==> config.mk <==
export PLATFORM = sky130hd
export DESIGN_NAME = palette_access_ctrl_flat
export DESIGN_NICKNAME = d
export VERILOG_FILES = /design/src/rtl/palette_access_ctrl_if.sv /design/src/rtl/palette_access_ctrl.sv /design/src/flat_wrapper.sv
export SDC_FILE = /design/constraint.sdc
export NUM_CORES = 1
export LEC_CHECK = 0
export ABC_AREA = 1
export BUFFER_PORTS_ARGS = -buffer_cell sky130_fd_sc_hd__buf_2
export CAP_MARGIN = 20
export CORE_UTILIZATION = 50
export DETAILED_ROUTE_END_ITERATION = 8
export PLACE_DENSITY = 0.8
export SYNTH_ARGS = -nofsm -noshare
export SYNTH_HDL_FRONTEND = slang
export SYNTH_SLANG_ARGS = --single-unit
==> constraint.sdc <==
create_clock -name clk -period 1.8 [get_ports clk]
set_clock_uncertainty 0.15 [all_clocks]
set_input_delay 0.36 -clock clk [delete_from_list [all_inputs] [get_ports clk]]
set_output_delay 0.36 -clock clk [all_outputs]
set_load 0.02 [all_outputs]
==> src/rtl/palette_access_ctrl_if.sv <==
// Signal bundle between the palette port-A controller, its two requesters
// (host register bus, fill engine control) and palette RAM port A.
interface palette_access_ctrl_if #(
   parameter int NUM_CHANNELS = 3,
   parameter int ADDR_WIDTH   = 10
);
   localparam int DATA_WIDTH = 8 * NUM_CHANNELS;

   logic                    host_req;
   logic                    host_wr;
   logic [ADDR_WIDTH-1:0]   host_addr;
   logic [DATA_WIDTH-1:0]   host_wdata;
   logic [NUM_CHANNELS-1:0] host_byte_en;
   logic [DATA_WIDTH-1:0]   host_rdata;
   logic                    host_ack;

   logic                    fill_start;
   logic [ADDR_WIDTH-1:0]   fill_base;
   logic [ADDR_WIDTH:0]     fill_count;
   logic [DATA_WIDTH-1:0]   fill_color;
   logic                    fill_busy;
   logic                    fill_done;

   logic                    pal_wr;
   logic                    pal_rd;
   logic [ADDR_WIDTH-1:0]   pal_addr;
   logic [DATA_WIDTH-1:0]   pal_wdata;
   logic [NUM_CHANNELS-1:0] pal_byte_en;
   logic [DATA_WIDTH-1:0]   pal_rdata;

   modport slave (
      input  host_req, host_wr, host_addr, host_wdata, host_byte_en,
      output host_rdata, host_ack,
      input  fill_start, fill_base, fill_count, fill_color,
      output fill_busy, fill_done,
      output pal_wr, pal_rd, pal_addr, pal_wdata, pal_byte_en,
      input  pal_rdata
   );

   modport master (
      output host_req, host_wr, host_addr, host_wdata, host_byte_en,
      input  host_rdata, host_ack,
      output fill_start, fill_base, fill_count, fill_color,
      input  fill_busy, fill_done,
      input  pal_wr, pal_rd, pal_addr, pal_wdata, pal_byte_en,
      output pal_rdata
   );
endinterface

==> src/rtl/palette_access_ctrl.sv <==
// Shares palette RAM port A between host single accesses and a run-fill engine.
// Host wins contention unless it was granted last; all port-A outputs are registered.
module palette_access_ctrl #(
   parameter int NUM_CHANNELS = 3,
   parameter int ADDR_WIDTH   = 10
) (
   input logic                  clk,
   input logic                  reset,
   palette_access_ctrl_if.slave bus
);
   localparam int NCH = NUM_CHANNELS;
   localparam int AW  = ADDR_WIDTH;
   localparam int DW  = 8 * NUM_CHANNELS;

   typedef enum logic {FILL_IDLE, FILL_RUN} fill_state_e;

   fill_state_e    fill_state_q, fill_state_d;
   logic [AW-1:0]  cursor_q, cursor_d;
   logic [AW:0]    remain_q, remain_d;
   logic [DW-1:0]  color_q, color_d;
   logic           fill_done_q, fill_done_d;
   logic           last_host_q, last_host_d;
   logic           rd_cap_q, rd_cap_d;
   logic           host_ack_q, host_ack_d;
   logic [DW-1:0]  host_rdata_q, host_rdata_d;
   logic           pal_wr_q, pal_wr_d;
   logic           pal_rd_q, pal_rd_d;
   logic [AW-1:0]  pal_addr_q, pal_addr_d;
   logic [DW-1:0]  pal_wdata_q, pal_wdata_d;
   logic [NCH-1:0] pal_byte_en_q, pal_byte_en_d;

   logic host_pend, fill_pend, grant_host, grant_fill;

   // A host op in flight (read pipeline or ack cycle) masks the held host_req.
   assign host_pend  = bus.host_req & ~pal_rd_q & ~rd_cap_q & ~host_ack_q;
   assign fill_pend  = (fill_state_q == FILL_RUN);
   assign grant_host = host_pend & ~(fill_pend & last_host_q);
   assign grant_fill = fill_pend & ~grant_host;

   always_comb begin
      // NOTE: every variable gets a default before any branch, so no latches are inferred.
      fill_state_d  = fill_state_q;
      cursor_d      = cursor_q;
      remain_d      = remain_q;
      color_d       = color_q;
      fill_done_d   = 1'b0;
      last_host_d   = last_host_q;
      rd_cap_d      = pal_rd_q;
      host_ack_d    = rd_cap_q;
      host_rdata_d  = rd_cap_q ? bus.pal_rdata : host_rdata_q;
      pal_wr_d      = 1'b0;
      pal_rd_d      = 1'b0;
      pal_byte_en_d = '0;
      pal_addr_d    = pal_addr_q;
      pal_wdata_d   = pal_wdata_q;

      unique case (fill_state_q)
         FILL_IDLE: begin
            if (bus.fill_start) begin
               if (bus.fill_count != '0) begin
                  fill_state_d = FILL_RUN;
                  cursor_d     = bus.fill_base;
                  remain_d     = bus.fill_count;
                  color_d      = bus.fill_color;
               end else begin
                  fill_done_d  = 1'b1;
               end
            end
         end
         FILL_RUN: begin
            if (grant_fill) begin
               pal_wr_d      = 1'b1;
               pal_byte_en_d = '1;
               pal_addr_d    = cursor_q;
               pal_wdata_d   = color_q;
               cursor_d      = cursor_q + AW'(1);
               remain_d      = remain_q - (AW+1)'(1);
               last_host_d   = 1'b0;
               if (remain_q == (AW+1)'(1)) begin
                  fill_state_d = FILL_IDLE;
                  fill_done_d  = 1'b1;
               end
            end
         end
         default: fill_state_d = FILL_IDLE;
      endcase

      if (grant_host) begin
         last_host_d = 1'b1;
         pal_addr_d  = bus.host_addr;
         if (bus.host_wr) begin
            pal_wr_d      = 1'b1;
            pal_byte_en_d = bus.host_byte_en;
            pal_wdata_d   = bus.host_wdata;
            host_ack_d    = 1'b1;
         end else begin
            pal_rd_d      = 1'b1;
         end
      end
   end

   always_ff @(posedge clk) begin
      // NOTE: state uses non-blocking assignments so every register samples pre-edge values.
      if (reset) begin
         fill_state_q  <= FILL_IDLE;
         cursor_q      <= '0;
         remain_q      <= '0;
         color_q       <= '0;
         fill_done_q   <= 1'b0;
         last_host_q   <= 1'b0;
         rd_cap_q      <= 1'b0;
         host_ack_q    <= 1'b0;
         host_rdata_q  <= '0;
         pal_wr_q      <= 1'b0;
         pal_rd_q      <= 1'b0;
         pal_addr_q    <= '0;
         pal_wdata_q   <= '0;
         pal_byte_en_q <= '0;
      end else begin
         fill_state_q  <= fill_state_d;
         cursor_q      <= cursor_d;
         remain_q      <= remain_d;
         color_q       <= color_d;
         fill_done_q   <= fill_done_d;
         last_host_q   <= last_host_d;
         rd_cap_q      <= rd_cap_d;
         host_ack_q    <= host_ack_d;
         host_rdata_q  <= host_rdata_d;
         pal_wr_q      <= pal_wr_d;
         pal_rd_q      <= pal_rd_d;
         pal_addr_q    <= pal_addr_d;
         pal_wdata_q   <= pal_wdata_d;
         pal_byte_en_q <= pal_byte_en_d;
      end
   end

   assign bus.host_rdata  = host_rdata_q;
   assign bus.host_ack    = host_ack_q;
   assign bus.fill_busy   = fill_pend;
   assign bus.fill_done   = fill_done_q;
   assign bus.pal_wr      = pal_wr_q;
   assign bus.pal_rd      = pal_rd_q;
   assign bus.pal_addr    = pal_addr_q;
   assign bus.pal_wdata   = pal_wdata_q;
   assign bus.pal_byte_en = pal_byte_en_q;
endmodule

==> src/flat_wrapper.sv <==
// flat-port wrapper written by rule: the top's interface ports become plain ports
module palette_access_ctrl_flat 
#(
   parameter int NUM_CHANNELS = 3,
   parameter int ADDR_WIDTH   = 10
)
  (clk, reset, bus_host_req, bus_host_wr, bus_host_addr, bus_host_wdata, bus_host_byte_en, bus_host_rdata, bus_host_ack, bus_fill_start, bus_fill_base, bus_fill_count, bus_fill_color, bus_fill_busy, bus_fill_done, bus_pal_wr, bus_pal_rd, bus_pal_addr, bus_pal_wdata, bus_pal_byte_en, bus_pal_rdata);
  palette_access_ctrl_if #(.NUM_CHANNELS(NUM_CHANNELS), .ADDR_WIDTH(ADDR_WIDTH)) bus_i ();
  input logic clk;
  input logic reset;
  input wire logic [$bits(bus_i.host_req)-1:0] bus_host_req;
  input wire logic [$bits(bus_i.host_wr)-1:0] bus_host_wr;
  input wire logic [$bits(bus_i.host_addr)-1:0] bus_host_addr;
  input wire logic [$bits(bus_i.host_wdata)-1:0] bus_host_wdata;
  input wire logic [$bits(bus_i.host_byte_en)-1:0] bus_host_byte_en;
  output wire logic [$bits(bus_i.host_rdata)-1:0] bus_host_rdata;
  output wire logic [$bits(bus_i.host_ack)-1:0] bus_host_ack;
  input wire logic [$bits(bus_i.fill_start)-1:0] bus_fill_start;
  input wire logic [$bits(bus_i.fill_base)-1:0] bus_fill_base;
  input wire logic [$bits(bus_i.fill_count)-1:0] bus_fill_count;
  input wire logic [$bits(bus_i.fill_color)-1:0] bus_fill_color;
  output wire logic [$bits(bus_i.fill_busy)-1:0] bus_fill_busy;
  output wire logic [$bits(bus_i.fill_done)-1:0] bus_fill_done;
  output wire logic [$bits(bus_i.pal_wr)-1:0] bus_pal_wr;
  output wire logic [$bits(bus_i.pal_rd)-1:0] bus_pal_rd;
  output wire logic [$bits(bus_i.pal_addr)-1:0] bus_pal_addr;
  output wire logic [$bits(bus_i.pal_wdata)-1:0] bus_pal_wdata;
  output wire logic [$bits(bus_i.pal_byte_en)-1:0] bus_pal_byte_en;
  input wire logic [$bits(bus_i.pal_rdata)-1:0] bus_pal_rdata;
  assign bus_i.host_req = bus_host_req;
  assign bus_i.host_wr = bus_host_wr;
  assign bus_i.host_addr = bus_host_addr;
  assign bus_i.host_wdata = bus_host_wdata;
  assign bus_i.host_byte_en = bus_host_byte_en;
  assign bus_host_rdata = bus_i.host_rdata;
  assign bus_host_ack = bus_i.host_ack;
  assign bus_i.fill_start = bus_fill_start;
  assign bus_i.fill_base = bus_fill_base;
  assign bus_i.fill_count = bus_fill_count;
  assign bus_i.fill_color = bus_fill_color;
  assign bus_fill_busy = bus_i.fill_busy;
  assign bus_fill_done = bus_i.fill_done;
  assign bus_pal_wr = bus_i.pal_wr;
  assign bus_pal_rd = bus_i.pal_rd;
  assign bus_pal_addr = bus_i.pal_addr;
  assign bus_pal_wdata = bus_i.pal_wdata;
  assign bus_pal_byte_en = bus_i.pal_byte_en;
  assign bus_i.pal_rdata = bus_pal_rdata;
  palette_access_ctrl #(.NUM_CHANNELS(NUM_CHANNELS), .ADDR_WIDTH(ADDR_WIDTH)) u_core (.clk(clk), .reset(reset), .bus(bus_i));
endmodule
# Word-level counts from Yosys, hierarchy flattened
# Cells that the tools add are included.
# W data, S select, Z words.
[totals]
reg_bits = 113
in_bits = 111
wordCells = 78
[classes]
addsub = 2
n_eq_ne = 4
muxes = 39
bitwise_logic = 12
n_reduce_logical = 7
[ops]
columns = ["operator", "n"]
rows = [
  ["$mux W24", 4],
  ["$mux W10", 6],
  ["$mux W11", 3],
  ["$pmux W11 S2", 1],
  ["$pmux W10 S2", 1],
  ["$mux W1", 18],
  ["$mux W3", 4],
  ["$eq A11 B1 Y1 const B", 1],
  ["$reduce_bool A11 Y1", 1],
  ["$sub A11 B1 Y11 const B", 1],
  ["$add A10 B1 Y10 const B", 1],
  ["$and A1 B1 Y1", 6],
  ["$not A1 Y1", 6],
  ["$reduce_and A3 Y1", 2],
  ["$ne A2 B2 Y1 const B", 2],
  ["$pmux W1 S2", 2],
  ["$reduce_bool A2 Y1", 2],
  ["$ne A2 B1 Y1 const B", 1],
  ["$reduce_and A2 Y1", 1],
  ["$reduce_or A2 Y1", 1],
]

# Depth between registers and ports, before layout
[depth]
depth_word = 11
mapped_depth = 10

# Least setup slack after synthesis
# Ideal clock, no wire load.
[synth_timing]
kind = "reg-to-reg"
start = "reg u_core.fill_state_q (netlist: u_core.bus.fill_busy)"
end = "reg u_core.cursor_q[2]"
setup_ns = 0.115
t_arrival_ns = 1.344
required_time_ns = 1.535
setup_slack_ns = 0.191
stages_incl_launch_ff = 10
n_path_buf = 3
synth_period_minus_slack_ns = 1.609
cell_sequence = "dfxtp_1 buf_4 nand2_2 nand3_4 nand2_4 nand2_4 buf_6 buf_6 a21oi_1 nor2_1"
[synth_via]
elab_chain_cells = 7
elab_cells_between_ends = 11
[synth_lines]
columns = ["element", "line_no", "source"]
rows = [
  ["start, declared", "palette_access_ctrl.sv:17", "fill_state_e fill_state_q, fill_state_d;"],
  ["start signal, assigned", "palette_access_ctrl.sv:120", "fill_state_q <= fill_state_d;"],
  ["$and A1 B1 Y1", "palette_access_ctrl.sv:37", "assign grant_host = host_pend & ~(fill_pend & last_host_q);"],
  ["$not A1 Y1", "palette_access_ctrl.sv:37", ""],
  ["$and A1 B1 Y1", "palette_access_ctrl.sv:37", ""],
  ["$not A1 Y1 (no source line)", "-", ""],
  ["$and A1 B1 Y1", "palette_access_ctrl.sv:38", "assign grant_fill = fill_pend & ~grant_host;"],
  ["$ne A2 B2 Y1 (no source line)", "-", ""],
  ["$reduce_and A3 Y1 (no source line)", "-", ""],
  ["end signal, assigned", "palette_access_ctrl.sv:121", "cursor_q <= cursor_d;"],
  ["end, declared", "palette_access_ctrl.sv:18", "logic [AW-1:0] cursor_q, cursor_d;"],
]
# Parallel ways exist; a longest one is shown, timed or not.
# A chain may end at the register's enable or synchronous reset.

# Worst setup path in the final report
[layout_timing]
start = "reg u_core.fill_state_q (netlist: u_core.bus.fill_busy)"
end = "out bus_fill_busy"
[layout_lines]
columns = ["element", "line_no", "source"]
rows = [
  ["end, declared", "flat_wrapper.sv:22", "output wire logic [$bits(bus_i.fill_busy)-1:0] bus_fill_busy;"],
]
# No word-level cell between the ends.

==> results.yml <==
synth:
  syn_inst: 682
  ys_ff_latch: 113
  yosysSeqAreaShare_pct: 45.69
  syn_area_um2: 4951
  synth_cell_types: 31
  synth.top_cell.area_share_pct: 45.69
  syn_nets: 796
  ys_top_cells_by_count: "129 x nand2_1, 113 x dfxtp_1, 95 x nor2_1"
  yosysWarnings: 0
  synth_edf_count: 0
  ys.flop_type: "dfxtp_1"
  yosys.area_share.simple_pct: 21.56
  yosysMostFrequentCell: "nand2_1"
  synthXorXnorAreaFrac_pct: 0.3538
  ys_async_sr_fraction_pct: 0
  yosys.area.top_type: "dfxtp_1"
  synth_fa_ha_area_share_pct: 0.7582
  synthMuxAreaShare_pct: 0.2022
  synth_top_family_by_area: "simple AND/OR/NAND/NOR gates"
  yosys-top-cells-area: "dfxtp_1 46%, nand2_1 9.8%, o21ai_0 7.4%, nor2_1 7.2%, o211ai_1 6.4%"
  synth.avg_cell_area_um2: 7.260
  synth_compound_area_share_pct: 20.87
placement:
  placed_cells: 966
  dp_hpwl_um: 9910
  place_ws_ns: 0.03179
  post_dp_cell_area_um2: 5995
  io_buffers: 176
  gp_congestion: 0.8562
clocking:
  clk_latency_ns: 0.51
  cts_max_level: 4
  cts.sinks: 113
  numCtsBuffers: 17
  cts_tree: "built"
  clockBufferDepth: 2
  clk_pin_slew_ns: 0.06
  cts-root-buf: "clkbuf_8"
drt:
  viasPerCell: 5.212
  routedWlPerCell_um: 14.63
  drtIter0Drc: 331
  ant_nets: 0
  drt_drc_violations_left: 0
  drt-total-wl_um: 15490
  dr_total_vias: 5520
  drtPass1Iterations: 7
setup_path:
  crit_arrival_ns: 1.21
  worstSetupEndpoint: "bus_fill_busy"
  required_ns: 1.29
  crit_family: "flip-flops"
  crit_path_end_kind: "output port"
  timing.rr.start: "u_core.bus.fill_busy$_SDFF_PP0_"
  crit_path_cell_trace: "buf_2"
  rrSetupSlack_ns: 0.13
  critPathLaunch: "u_core.bus.fill_busy$_SDFF_PP0_"
  path_max_fanout: 6
  r2r_cells: 7
  r2r-end: "u_core.bus.pal_byte_en[2]$_SDFF_PP0_"
  slowest_delay_ns: 0.48
  critPathBufInv: 1
  worst-path-stages: 1
  crit_type: "flip-flop to output port"
  crit_path_start_kind: "flip-flop"
  cp_slowest_cell: "dfxtp_1"
floorplanning:
  rows: 35
  dieWidth_um: 101.5
  boundaryPins: 177
  dieArea_um2: 10300
  die_h_um: 101.5
  core-area_um2: 9415
  initial_core_util_pct: 52.58
power:
  finalPower_mw: 7.487
  peakVddDrop_mv: 0.7023
  power.density_nw_per_um2: 1040
  p_leak_nw: 3.544
sta:
  min_period_ns: 1.719
  setup_viol: 0
  fmax_mhz: 581.8
  holdWs_ns: 0.01221
  max-slew-margin-rel_pct: 48.96
  final_hold_viol_count: 0
  finalMaxSlewViolations: 0
  worstMarginPinSlew_ns: 0.7648
  fin_ws_ns: 0.08129
  finalCritPeriodShare_pct: 95.48
finish:
  antenna_cells: 0
  area_growth_pct: 45.39
  nets: 1031
  fin_area_um2: 7198
  drive_gt1_share_pct: 26.34
  stdcell_count: 1059
global_routing:
  grt_pass1_vias: 5290
  antenna_found_initial: 0
  overflow: 0
  grt_pass1_wl_um: 23940
  gr-usage-all-layers_pct: 29.71
  grt_max_degree: 49
flow_run:
  drv_cap: 0
worst_hold_path:
  hold_class: "input port to flip-flop"
run_status:
  status: "completed"
[sequential cells by signal (all words and copies together) (netlist names)]
name                    cells
u_core.bus.fill_busy        1
u_core.bus.fill_done        1
u_core.bus.host_ack         1
u_core.bus.host_rdata      24
u_core.bus.pal_addr        10
u_core.bus.pal_byte_en      3
u_core.bus.pal_rd           1
u_core.bus.pal_wdata       24
u_core.bus.pal_wr           1
u_core.color_q             24
u_core.cursor_q            10
u_core.last_host_q          1
u_core.rd_cap_q             1
u_core.remain_q            11
[how the worst min path moves through the flow]
| stage | depth (start not counted) | slack, ns | end | startpoint |
|---|---|---|---|---|
| 6_report | 3 | 0.01 | u_core.color_q[11]$_SDFFE_PP0P_ | bus_fill_color[11] |
| 2_1_floorplan | 2 | 0.28 | u_core.color_q[12]$_SDFFE_PP0P_ | u_core.color_q[12]$_SDFFE_PP0P_ |
| 3_3_place_gp | 2 | 0.28 | u_core.rd_cap_q$_SDFF_PP0_ | u_core.bus.pal_rd$_SDFF_PP0_ |
| 4_1_cts | 3 | 0.00007 | u_core.color_q[15]$_SDFFE_PP0P_ | bus_fill_color[15] |
| 3_5_place_dp | 2 | 0.29 | u_core.rd_cap_q$_SDFF_PP0_ | u_core.bus.pal_rd$_SDFF_PP0_ |
| 5_1_grt | 3 | 0.002 | u_core.color_q[16]$_SDFFE_PP0P_ | bus_fill_color[16] |
[per-stage QoR]
stage               utilization, %  setup TNS, ns
CTS                          76.36              0
global placement             63.67              0
detailed placement           63.67              0
global route                 76.45     -0.0003570
floorplan                        -              0
finish                       76.45              0
[tightest hold or removal path, delay by kind of cell]
kind	cells	cell delay (ns)
AOI/OAI and AO/OA	2	0.19
buffers and inverters	1	0.07
[kinds of logic (layout without fill, tap and decap cells)]
group	after synthesis	count (layout)
DFF	113	113
and+or+nand+nor	262	262
buffers and inverters	121	369
adders and majority gates	3	3
xor gates and xnor gates	2	2
AOI/OAI and AO/OA	180	180
muxes	1	1
[power breakdown]
group / switching (mW) / total [mW] / internal [mW]
combinational: 0.781 / 1.35 / 0.565
sequential: 0.122 / 2.83 / 2.70
clock: 1.21 / 3.32 / 2.11
total: 2.11 / 7.49 / 5.38
[final cells by class]
cell class | count | area (um2)
fillers | 663 | 2217
repair buffers | 256 | 1709
clock buffers | 19 | 421.7
flip-flops and latches | 113 | 2262
well taps | 129 | 161.4
multi-input cells | 448 | 2168
inverters | 81 | 312.8
clock inverters | 13 | 162.7
[cells in the final DEF (no fill, tap or decap), drive strengths merged]
cell	instances
buf	195
inv	81
o211ai	42
clkinv	6
dlygate4sd3	61
ha	3
clkbuf	19
nor2	96
o22ai	1
xnor2	2
mux2i	1
nand4	3
a21oi	56
clkinvlp	4
dfxtp	113
o21ai	73
nor3	2
or2	2
bufinv	3
nand2	134
o21bai	1
a31oi	1
a31o	6
nand3	25
[layer usage]
layer  part of all wire, %  track usage [%]  wire, um
met1                    40            34.02      6169
met2                    51            51.77      7849
met3                   6.7            6.763      1044
met4                   2.8            15.16       427
met5                     0                0         0
[repair_timing]
action	4_1_cts	5_1_grt
hold buffers	61	0
buffers inserted	0	0
resized for setup	0	3
setup endpoints to repair	0	9
hold endpoints to repair	61	0
Note: power is estimated with default switching activity, not from simulation.
